==> src/rtl/mdac_pkg.sv <==
// Shared types and defaults for the mdac shift-add multiplier.
// Optional macro: MDAC_SIGNED_EN (two's complement operands).
package mdac_pkg;

    localparam int DEFAULT_WIDTH = 8;

    typedef enum logic [1:0] {
        IDLE = 2'd0,
        RUN  = 2'd1,
        DONE = 2'd2
    } state_t;

endpackage

==> src/rtl/shift_add_mult_if.sv <==
// start/busy/done handshake and operand/product bus of the multiplier.
// Optional macro: MDAC_SIGNED_EN (operands read as two's complement).
interface shift_add_mult_if
    import mdac_pkg::*;
#(
    parameter int WIDTH = DEFAULT_WIDTH
) ();

    logic                 start;
    logic [WIDTH-1:0]     a;
    logic [WIDTH-1:0]     b;
    logic                 busy;
    logic                 done;
    logic [2*WIDTH-1:0]   product;

    modport master (
        output start, a, b,
        input  busy, done, product
    );

    modport slave (
        input  start, a, b,
        output busy, done, product
    );

endinterface

==> src/rtl/mdac_reg_en.sv <==
// Load-enabled register with asynchronous active-low clear.
// Optional macro: MDAC_SIGNED_EN (no effect on this block).
module mdac_reg_en #(
    parameter int W = 8
) (
    input  logic         clk,
    input  logic         reset_n,
    input  logic         en,
    input  logic [W-1:0] d,
    output logic [W-1:0] q
);

    always_ff @(posedge clk or negedge reset_n) begin
        if (!reset_n) begin
            q <= '0;
        end else if (en) begin
            q <= d;
        end
    end

endmodule

==> src/rtl/shift_add_mult.sv <==
// Sequential shift-and-add multiplier, one partial product per clock.
// Optional macro: MDAC_SIGNED_EN (signed operands via magnitude + sign).
module shift_add_mult
    import mdac_pkg::*;
#(
    parameter int WIDTH = DEFAULT_WIDTH,
    parameter int CNT_W = $clog2(WIDTH)
) (
    input  logic            clk,
    input  logic            reset_n,
    shift_add_mult_if.slave bus
);

    state_t               state_q;
    state_t               state_d;
    logic [CNT_W-1:0]     cnt_q;
    logic [CNT_W-1:0]     cnt_d;

    logic [WIDTH-1:0]     mcand_q;
    logic [2*WIDTH-1:0]   acc_q;
    logic [2*WIDTH-1:0]   acc_d;
    logic                 acc_en;
    logic [2*WIDTH-1:0]   prod_q;
    logic [2*WIDTH-1:0]   prod_d;

    logic [WIDTH-1:0]     op_a;
    logic [WIDTH-1:0]     op_b;
    logic [WIDTH:0]       sum;
    logic [2*WIDTH-1:0]   shifted;
    logic                 accept;
    logic                 last;

    assign accept = (state_q == IDLE) && bus.start;
    assign last   = (state_q == RUN) && (cnt_q == CNT_W'(WIDTH - 1));

    // Carry lands in the top bit of sum and is shifted straight back in.
    always_comb begin
        sum = {1'b0, acc_q[2*WIDTH-1:WIDTH]};
        if (acc_q[0]) begin
            sum = {1'b0, acc_q[2*WIDTH-1:WIDTH]} + {1'b0, mcand_q};
        end
    end

    assign shifted = {sum, acc_q[WIDTH-1:1]};

`ifdef MDAC_SIGNED_EN
    logic sign_q;

    assign op_a = bus.a[WIDTH-1] ? -bus.a : bus.a;
    assign op_b = bus.b[WIDTH-1] ? -bus.b : bus.b;

    always_ff @(posedge clk or negedge reset_n) begin
        if (!reset_n) begin
            sign_q <= 1'b0;
        end else if (accept) begin
            sign_q <= bus.a[WIDTH-1] ^ bus.b[WIDTH-1];
        end
    end

    assign prod_d = sign_q ? -shifted : shifted;
`else
    assign op_a   = bus.a;
    assign op_b   = bus.b;
    assign prod_d = shifted;
`endif

    assign acc_d  = accept ? {{WIDTH{1'b0}}, op_b} : shifted;
    assign acc_en = accept || (state_q == RUN);

    mdac_reg_en #(.W(WIDTH)) u_mcand (
        .clk     (clk),
        .reset_n (reset_n),
        .en      (accept),
        .d       (op_a),
        .q       (mcand_q)
    );

    mdac_reg_en #(.W(2*WIDTH)) u_acc (
        .clk     (clk),
        .reset_n (reset_n),
        .en      (acc_en),
        .d       (acc_d),
        .q       (acc_q)
    );

    mdac_reg_en #(.W(2*WIDTH)) u_prod (
        .clk     (clk),
        .reset_n (reset_n),
        .en      (last),
        .d       (prod_d),
        .q       (prod_q)
    );

    always_ff @(posedge clk or negedge reset_n) begin
        if (!reset_n) begin
            state_q <= IDLE;
            cnt_q   <= '0;
        end else begin
            state_q <= state_d;
            cnt_q   <= cnt_d;
        end
    end

    always_comb begin
        state_d = state_q;
        cnt_d   = cnt_q;
        unique case (state_q)
            IDLE: begin
                if (bus.start) begin
                    state_d = RUN;
                    cnt_d   = '0;
                end
            end
            RUN: begin
                cnt_d = cnt_q + CNT_W'(1);
                if (last) begin
                    state_d = DONE;
                    cnt_d   = '0;
                end
            end
            DONE: begin
                state_d = IDLE;
            end
            default: begin
                state_d = IDLE;
                cnt_d   = '0;
            end
        endcase
    end

    assign bus.busy    = (state_q == RUN);
    assign bus.done    = (state_q == DONE);
    assign bus.product = prod_q;

endmodule

==> src/flat_wrapper.sv <==
// flat-port wrapper written by rule: the top's interface ports become plain ports
module shift_add_mult_flat import mdac_pkg::*;
#(
    parameter int WIDTH = DEFAULT_WIDTH,
    parameter int CNT_W = $clog2(WIDTH)
)
  (clk, reset_n, bus_start, bus_a, bus_b, bus_busy, bus_done, bus_product);
  shift_add_mult_if #(.WIDTH(WIDTH)) bus_i ();
  input  logic clk;
  input  logic reset_n;
  input wire logic [$bits(bus_i.start)-1:0] bus_start;
  input wire logic [$bits(bus_i.a)-1:0] bus_a;
  input wire logic [$bits(bus_i.b)-1:0] bus_b;
  output wire logic [$bits(bus_i.busy)-1:0] bus_busy;
  output wire logic [$bits(bus_i.done)-1:0] bus_done;
  output wire logic [$bits(bus_i.product)-1:0] bus_product;
  assign bus_i.start = bus_start;
  assign bus_i.a = bus_a;
  assign bus_i.b = bus_b;
  assign bus_busy = bus_i.busy;
  assign bus_done = bus_i.done;
  assign bus_product = bus_i.product;
  shift_add_mult #(.WIDTH(WIDTH), .CNT_W(CNT_W)) u_core (.clk(clk), .reset_n(reset_n), .bus(bus_i));
endmodule
==> config.mk <==
export PLATFORM = sky130hd
export DESIGN_NAME = shift_add_mult_flat
export DESIGN_NICKNAME = d
export VERILOG_FILES = /design/src/rtl/mdac_pkg.sv /design/src/rtl/shift_add_mult_if.sv /design/src/rtl/mdac_reg_en.sv /design/src/rtl/shift_add_mult.sv /design/src/flat_wrapper.sv
export SDC_FILE = /design/constraint.sdc
export NUM_CORES = 1
export LEC_CHECK = 0
export ABC_AREA = 1
export CAP_MARGIN = 20
export CORE_MARGIN = 4
export CORE_UTILIZATION = 45
export DETAILED_ROUTE_END_ITERATION = 10
export PLACE_DENSITY_LB_ADDON = 0.08
export RECOVER_POWER = 50
export SLEW_MARGIN = 40
export SYNTH_ARGS = -nofsm -noshare
export SYNTH_HDL_FRONTEND = slang
export SYNTH_SLANG_ARGS = --single-unit
==> constraint.sdc <==
create_clock -name clk -period 2.1 [get_ports clk]
set_clock_uncertainty 0.1 [all_clocks]
set_input_delay 0.42 -clock clk [delete_from_list [all_inputs] [get_ports clk]]
set_output_delay 0.42 -clock clk [all_outputs]
set_load 0.02 [all_outputs]
==> flow_metrics.tcl <==
set metrics [dict create \
    synth.distinct_cells 25 \
    antenna_found_initial 0 \
    initial_core_util_pct 47.2 \
    grt_use_met1_pct 25.2 \
    yosysWarnings 0 \
    critPathMaxFanout 3 \
    core_area_um2 4820 \
    cts-buffers-inserted 5 \
    finish.utilization_pct 57.7 \
    avgSynthCellArea_um2 8.79 \
    grt_use_met3_pct 4.31 \
    drt_wl_total_mm 4.85 \
    die_y_um 79.1 \
    required_ns 2.22 \
    fin_crit_ns 1.88 \
    p_per_area_nw_per_um2 1580 \
    post_drt_wl_per_cell_um 13.2 \
    cts.clk_slew.worst_paths_ns 0.09 \
    io_buffers 36 \
    routed_via_density 4.80 \
    layout.cells.non_filler 366 \
    clk_latency_ns 0.30 \
    synth_xor_area_share_pct 0 \
    layout-drive-gt1-share_pct 10.7 \
    grt_pass1_wl_mm 8.29 \
    synthAdderAreaFrac_pct 6.38 \
    gp_congestion 0.815 \
    syn_inst 259 \
    via_count 1758 \
    drv_cap 0 \
    p_total_mw 4.40 \
    clockBufferDepth 2 \
    synth_mux_area_share_pct 0 \
    cp_data_arrival_time_ns 2.00 \
    syn-num-nets 289 \
    yosys.area_share.simple_pct 26.3 \
    yosysSeqAreaShare_pct 49.5 \
    post-cts-setup-buffer-count 0 \
    grt_overflow_total 0 \
    yosysTopAreaCellShare_pct 49.5 \
    postCtsHoldBufs 0 \
    root_buffer "clkbuf_8" \
    post-dp-hpwl_mm 3.42 \
    worstMarginPinSlew_ns 1.12 \
    synth_top_family_by_area "simple AND/OR/NAND/NOR gates" \
    outcome "finished clean" \
    placed_cells 358 \
    htreeDepth 2 \
    clock-sinks 45 \
    synth_compound_area_share_pct 10.4 \
    finalSetupViolCount 0 \
    io_pins 37 \
    critical_path_class "flip-flop to flip-flop" \
    holdCritPathClass "input port to asynchronous set/reset pin" \
    yosys.area.top_type "dfrtp_1" \
    rsz0062_at_grt "false" \
    area_delta_synth_final_pct 22.2 \
    grt_max_degree 46 \
    hold_violations 0 \
    drt-pass1-iter-count 4 \
    cp-start-kind "flip-flop" \
    max_freq_mhz 531 \
    first_iter_violations 129 \
    leakage_nw 1.40 \
    die_x_um 79.1 \
    cts_tree "built" \
    final_nets 328 \
    placementRows 25 \
    max-vdd-ir-drop_mv 0.768 \
    synth.area.top_cells "dfrtp_1 49%, nand2_1 15%, ha_1 5.5%" \
    grt_pass1_vias 1694 \
    n_antenna_cell 0 \
    ys_ff_latch 45 \
    cp-end-kind "flip-flop" \
    fp.dieArea_um2 6260 \
    grt_use_met2_pct 24.7 \
    grt_busiest_layer "met1" \
    antenna_left 0 \
    drv_slew 0 \
    syn_area_um2 2280 \
    route.detailed.drc 0 \
    tns_ns 0 \
    whs_ns 0.307 \
    relSlewSlack_pct 25.5 \
    grt_usage_pct 17.1 \
    timing.final.crit_share_pct 89.7 \
]
[registers in the layout, summed over array words and instances, names as in the netlist]
signal	cells
u_core.cnt_q	3
u_core.u_prod.q	16
u_core.u_acc.q	16
u_core.u_mcand.q	8
u_core.state_q	2
[per-layer routing]
metal | part of all wire [%] | wire [um] | vias to the layer above
li1 | - | - | 914
met1 | 51 | 2450 | 806
met2 | 44 | 2120 | 33
met3 | 4.1 | 198 | 5
met4 | 1.5 | 72 | 0
met5 | 0 | 0 | -
[worst max-delay path, cell delays in order (launching register included)]
cell and delay (ns):
dfrtp_1 0.40, ha_1 0.23, fa_1 0.39, nand2_1 0.09
nand2_1 0.09, nand2_1 0.07, nand2_1 0.05, nand3_1 0.06
o21ai_0 0.15, o21ai_0 0.19
[logic make-up (layout without fill, tap and decap cells)]
family | Yosys count | count (layout)
flops | 45 | 45
buf+inv | 35 | 75
fa+ha+maj | 11 | 11
simple gates | 134 | 134
compound gates | 34 | 34
[cell usage in the layout, fill, tap and decap left out]
master,instances
o21ai_0,6
clkbuf_1,1
clkinvlp_4,1
clkbuf_8,6
ha_1,10
dlygate4sd2_1,1
buf_4,1
inv_1,25
or2_2,4
inv_4,1
nand2_1,90
o211ai_1,1
bufinv_16,1
clkbuf_2,1
nor2_1,7
clkdlybuf4s50_1,33
nand2_2,4
o21ai_2,9
nand3_1,25
a21oi_1,4
dlymetal6s2s_1,1
nand3b_1,3
inv_6,1
o21ai_1,4
inv_2,1
o22ai_1,2
buf_2,1
fa_1,1
o31ai_1,1
nor2_8,1
dfrtp_1,45
o221ai_1,7
[cell type report]
cell class                 instances  area [um2]
fill                             470        2040
sequential                        45        1130
multi-input combinational        179         965
timing repair buffer              39         373
inverter                          28         113
tap                               67        83.8
clock buffer                       6        82.6
clock inverter                     2        37.5
[cells in the mapped netlist]
cell / n
buf_4: 1
nand3_1: 25
o21ai_0: 6
buf_6: 3
fa_1: 1
o21ai_1: 4
inv_2: 2
nand2_2: 4
inv_6: 1
dfrtp_1: 45
o221ai_1: 7
o22ai_1: 2
o21ai_2: 9
nand2_1: 90
or2_2: 4
o31ai_1: 1
o211ai_1: 1
buf_2: 3
inv_1: 24
nor2_1: 6
nor2_8: 2
ha_1: 10
nand3b_1: 3
a21oi_1: 4
inv_4: 1
[through the flow]
stage / area (um2) / setup WS, ns
finish: 2780 / 0.216
global route: 2780 / 0.0432
CTS: 2800 / 0.00245
detailed placement: 2680 / 0.234
global placement: 2680 / 0.289
floorplan: 2280 / 0.393
[power by group]
group	internal, mW	switching [mW]	total, mW
sequential	1.27	0.256	1.52
clock	0.387	0.311	0.699
combinational	0.909	1.27	2.18
total	2.56	1.84	4.40
[worst paths after layout]
path	startpoint	to	slack, ns	cells past startpoint
max in group asynchronous	reset_n	u_core.u_mcand.q[3]	0.91	2
max	u_core.u_acc.q[8]	u_core.u_acc.q[11]	0.22	9
min in group clk	u_core.u_prod.q[0]	u_core.u_prod.q[0]	0.39	2
min	reset_n	u_core.u_prod.q[4]	0.31	2
max reg2reg	u_core.u_acc.q[8]	u_core.u_acc.q[11]	0.22	9
min reg2reg	u_core.u_prod.q[0]	u_core.u_prod.q[0]	0.39	2
[timing repair]
item,4_1_cts,5_1_grt
resized for setup,1,1
setup endpoints to repair,1,1
cloned,0,0
(Power assumes the default switching activity.)
